==> src/rtl/if_fetch_unit.sv <==
// rtl/if_fetch_unit.sv - instruction-fetch stage with one-entry hold buffer and branch redirect
// Optional perf counters (stall_cycles, flush_count) enabled by defining IF_FETCH_PERF_EN.
module if_fetch_unit #(
  parameter logic [31:0] RESET_PC = 32'h0000_0000,
  parameter int unsigned PC_STEP  = 4
) (
  input  logic        clk,
  input  logic        reset,
  input  logic        stall,
  input  logic        branch_taken,
  input  logic [31:0] branch_target,
  output logic        imem_req,
  output logic [31:0] imem_addr,
  input  logic [31:0] imem_rdata,
  input  logic        imem_ready,
  output logic [31:0] pc_incr_out,
  output logic [31:0] instr_out,
`ifdef IF_FETCH_PERF_EN
  output logic [31:0] stall_cycles,
  output logic [31:0] flush_count,
`endif
  output logic        out_valid
);

  localparam logic [31:0] STEP = 32'(PC_STEP);

  typedef enum logic {FETCH, HOLD} state_t;

  state_t      state, state_d;
  logic [31:0] pc, pc_d;
  logic [31:0] pc_next_seq;
  logic [31:0] target_aligned;
  logic [31:0] buf_instr, buf_instr_d;
  logic [31:0] buf_pc_incr, buf_pc_incr_d;
  logic [31:0] instr_d, pc_incr_d;
  logic        valid_d;
  logic        accept;

  assign imem_req       = (state == FETCH);
  assign imem_addr      = pc;
  assign pc_next_seq    = pc + STEP;
  assign target_aligned = branch_target & ~32'h3;
  assign accept         = !stall || !out_valid;

  always_comb begin
    state_d       = state;
    pc_d          = pc;
    buf_instr_d   = buf_instr;
    buf_pc_incr_d = buf_pc_incr;
    instr_d       = instr_out;
    pc_incr_d     = pc_incr_out;
    valid_d       = out_valid;

    // Redirect wins over everything, including a response landing on the same edge.
    if (branch_taken) begin
      pc_d          = target_aligned;
      state_d       = FETCH;
      valid_d       = 1'b0;
      instr_d       = '0;
      pc_incr_d     = '0;
      buf_instr_d   = '0;
      buf_pc_incr_d = '0;
    end else begin
      case (state)
        FETCH: begin
          if (imem_ready) begin
            pc_d = pc_next_seq;
            if (accept) begin
              instr_d   = imem_rdata;
              pc_incr_d = pc_next_seq;
              valid_d   = 1'b1;
            end else begin
              buf_instr_d   = imem_rdata;
              buf_pc_incr_d = pc_next_seq;
              state_d       = HOLD;
            end
          end else if (!stall) begin
            valid_d   = 1'b0;
            instr_d   = '0;
            pc_incr_d = '0;
          end
        end
        HOLD: begin
          if (!stall) begin
            instr_d   = buf_instr;
            pc_incr_d = buf_pc_incr;
            valid_d   = 1'b1;
            state_d   = FETCH;
          end
        end
        default: state_d = FETCH;
      endcase
    end
  end

  always_ff @(posedge clk or negedge reset) begin
    if (!reset) begin
      state       <= FETCH;
      pc          <= RESET_PC;
      buf_instr   <= '0;
      buf_pc_incr <= '0;
      instr_out   <= '0;
      pc_incr_out <= '0;
      out_valid   <= 1'b0;
    end else begin
      state       <= state_d;
      pc          <= pc_d;
      buf_instr   <= buf_instr_d;
      buf_pc_incr <= buf_pc_incr_d;
      instr_out   <= instr_d;
      pc_incr_out <= pc_incr_d;
      out_valid   <= valid_d;
    end
  end

`ifdef IF_FETCH_PERF_EN
  always_ff @(posedge clk or negedge reset) begin
    if (!reset) begin
      stall_cycles <= '0;
      flush_count  <= '0;
    end else begin
      if (stall && out_valid) stall_cycles <= stall_cycles + 32'd1;
      if (branch_taken)       flush_count  <= flush_count + 32'd1;
    end
  end
`endif

endmodule

==> config.mk <==
export PLATFORM = sky130hd
export DESIGN_NAME = if_fetch_unit
export DESIGN_NICKNAME = d
export VERILOG_FILES = /design/src/rtl/if_fetch_unit.sv
export SDC_FILE = /design/constraint.sdc
export NUM_CORES = 1
export LEC_CHECK = 0
export ABC_AREA = 1
export CAP_MARGIN = 10
export CORE_ASPECT_RATIO = 1.2
export CORE_UTILIZATION = 47
export CTS_CLUSTER_DIAMETER = 200
export CTS_CLUSTER_SIZE = 40
export DETAILED_ROUTE_END_ITERATION = 16
export PLACE_DENSITY_LB_ADDON = 0.25
export SLEW_MARGIN = 20
export SYNTH_ARGS = -nofsm -noshare
export SYNTH_HDL_FRONTEND = slang
export SYNTH_SLANG_ARGS = --single-unit
==> constraint.sdc <==
create_clock -name clk -period 1.8 [get_ports clk]
set_clock_uncertainty 0.2 [all_clocks]
set_input_delay 0.27 -clock clk [delete_from_list [all_inputs] [get_ports clk]]
set_output_delay 0.27 -clock clk [all_outputs]
set_load 0.02 [all_outputs]
==> impl_results.md <==
* Most frequent cells after synthesis: nand2_1 (348), dfrtp_1 (158), nand3_1 (98), inv_1 (93), o21ai_0 (71)
* Area growth syn-to-layout at 45.6%
* Dpl cell area at 0.0106 sq mm
* Routability cong. at approximately 0.97
* Inst Count DP at 1,427
* Remaining DRCs at 0
* Remaining global-route overflow at 0
* Die W at 121 um
* Status: finished with violations
* Top Ports at 167
* Clock sink count at 158
* Std-Cell Rows at 51
* CORE AREA at 0.0163 sq mm
* CP bufs+invs at 0
* Reg2reg path depth at 9
* Peak Freq at 0.537 GHz
* Worst R2R End: pc_incr_out[17]
* HP Class: input port to asynchronous set/reset pin
* Post-synthesis instance area at 0.00793 sq mm
* Final worst path period need at roughly 1.9 ns
* Slowest library cell on the worst path: dfrtp_2
* Crit Path Max Fanout at 6
* CTS clk-pin slew, worst paths at 0.07 ns
* Post-route insts no fill at 1,477
* CTS root buf: clkbuf_16
* Final setup violation count at 13
* Final Cycle Share at 103%
* Pwr dens at 855 mW/mm^2
* First-pass GRT wire length at just over 40,000 um
* Synthesized area per cell at 8.02 sq um
* Crit path launch type: flip-flop
* Drt pass-1 iters at 5
* DR WL/cell at 17.7 um
* Via density at 5.40
* Critical Path Max Stage Delay at between 0.4 and 0.5 ns
* Yosys reg bits at between 150 and 200
* Count leader, synth: nand2_1
* Largest net degree at the start of global routing at 41
* Crit-path cells: nand2_1 -> nor2_4 -> nand2_4 -> nor2_4 -> nand2_1 -> nand3_1 -> nand2_1 -> nand2_1 -> nand2_1
* Peak VDD IR at about 0.00063 V
* Final ANT Viol Nets at 0
* Max Cap Viol at 0
* Cell mode on critical path: nand2_1
* Total number of vias at 7,973
* Iteration-0 DRC count of the detailed router at 586
* Critical Setup Path Class: flip-flop to flip-flop
* R2R Setup Slk at -0.06 ns
* Final Hold Vio Count at 0
* Pre-CTS setup slack at -0.328 ns
* H-tree level count at 4
* Crit path launch: imem_addr[4]
* I/O Buffers at 162
* Top cell type's share of synthesized area at 49.9%
* Post-Syn Instances at 989
* Layout cells sized above 1 at 22.9%
* WP depth at 9
* Worst setup margin at -0.0613 ns
* Worst-Skew Late Latency at 0.43 ns
* Design Area, Final at 0.0115 sq mm
* TritonCTS clock tree: built
* Die Span Y at around 140 um
* Synth warnings at 0
* GRT Total Usage at 31.1%
* Antenna cell count at 0
* Post-DP HPWL at 18,100 um
* Initial Util at 48.5%
* Crit path DAT at around 2.0 ns
* Max Slew Vio Count at 0
* Critical path's top delay family: simple AND/OR/NAND/NOR gates
* Num CTS Buffers at 17
* Required @ worst endpoint at 1.92 ns
* LEAKAGE at 5.70 nW
* Async set-or-reset flop fraction in the synthesized netlist at 100%
* EDFF count, synth at 0
* WL final at 26,100 um
* Post-synthesis sequential area ratio at 49.9%
* Clock Path Buffers at 2
* Unique masters post-synth at 32
* Failing checks: setup timing
* Synth area leader: dfrtp_1
* Vias in the first global route at 8,093
* Die area at 0.0174 sq mm
* Synth top area cells: dfrtp_1 (50%), nand2_1 (16%), nand3_1 (6.2%)
* Nets at 1,322
* Post-route setup TNS at -0.309 ns
* Initial antenna violation count at 0
* Worst reg2reg path startpoint: imem_addr[4]
* Predominant post-synthesis flop cell: dfrtp_1
* Unrepaired setup endpoints after global routing: yes
* Setup crit end kind: flip-flop
==> area by class of cell <==
cell class	instances	area, sq um
clock buffers	20	457
clock inverters	12	181
fillers	1343	4790
inverters	97	364
multi-input cells	685	3630
flip-flops and latches	158	3970
well taps	212	265
repair buffers	293	2680
==> layer usage <==
metal | global-route usage, % | vias to the layer above | wire length, um
met5 | 0 | - | 0
met4 | 15.1 | 0 | 1010
met3 | 5.68 | 76 | 1610
met2 | 53.2 | 330 | 13000
met1 | 38.0 | 3836 | 10500
li1 | - | 3731 | -
==> report_power, final <==
part / total [mW] / leakage (nW) / switching (mW) / internal, mW
Clock: 3.94 / 0.311 / 1.54 / 2.41
Sequential: 3.96 / 2.10 / 0.183 / 3.78
Combinational: 1.96 / 3.29 / 1.12 / 0.833
==> cell families (layout without fill, tap and decap cells) <==
kind of cell	after synthesis	count (layout)	share of synthesized area, %
AO/OA/AOI/OAI	151	151	13.7
other	1	2	0.0473
XOR/XNOR	4	4	0.442
buffers and inverters	147	422	8.08
adder cells (fa/ha/maj)	1	1	0.158
flip-flops	158	158	49.9
AND/OR/NAND/NOR	527	527	27.7
==> timing repair <==
action,CTS,global route
setup buffers,2,15
pin swaps,6,19
hold buffers,1,0
gates resized for setup,127,88
endpoints found under the hold margin,158,0
setup endpoints to repair,145,107
==> worst register-to-register path, stage by stage (launching register included) <==
cell and delay (ns):
dfrtp_2 0.43, nand2_1 0.12, nor2_4 0.22, nand2_4 0.13, nor2_4 0.18, nand2_1 0.14, nand3_1 0.13, nand2_1 0.08
nand2_1 0.07, nand2_1 0.05
==> cells in the final DEF, fill, tap and decap left out, types with 12 or more instances in the layout <==
cell type | synthesis | routed
dfrtp_1 | 158 | 148
o211ai_2 | 30 | 30
buf_12 | 0 | 15
nand3_1 | 98 | 82
dlygate4sd2_1 | 0 | 77
buf_4 | 6 | 115
nor2_4 | 3 | 13
nand2_1 | 348 | 331
nand4_1 | 13 | 13
nand2_2 | 4 | 17
nand3_2 | 0 | 14
nor2_2 | 7 | 18
inv_1 | 93 | 91
o21ai_0 | 71 | 60
clkdlybuf4s50_1 | 0 | 64
nor2_1 | 50 | 29
clkdlybuf4s15_1 | 0 | 12
o21bai_1 | 17 | 17
clkbuf_16 | 0 | 17
==> stage by stage <==
stage	utilization [%]	hold WS [ns]	power, mW
3_5_place_dp	64.9	0.00494	5.93
3_3_place_gp	64.9	0.00534	5.91
2_1_floorplan	-	-0.226	4.82
5_1_grt	70.7	0.141	10.2
6_report	70.7	0.114	9.86
4_1_cts	68.7	0.111	9.79
==> sequential cells by signal, summed over array words and instances (netlist names) <==
| register | cells |
|---|---|
| buf_instr | 32 |
| instr_out | 32 |
| buf_pc_incr | 31 |
| pc_incr_out | 31 |
| imem_addr | 30 |
| out_valid | 1 |
| state | 1 |
==> worst max-delay path by stage <==
stage | slack (ns) | end
final | -0.06 | pc_incr_out[17]
after global routing | -0.12 | pc_incr_out[18]
after CTS | 0.00008 | imem_addr[16]
after detailed placement | -0.33 | pc_incr_out[1]
after global placement | -0.30 | pc_incr_out[13]
after floorplan | 0.001 | pc_incr_out[18]
(Power assumes the default switching activity.)
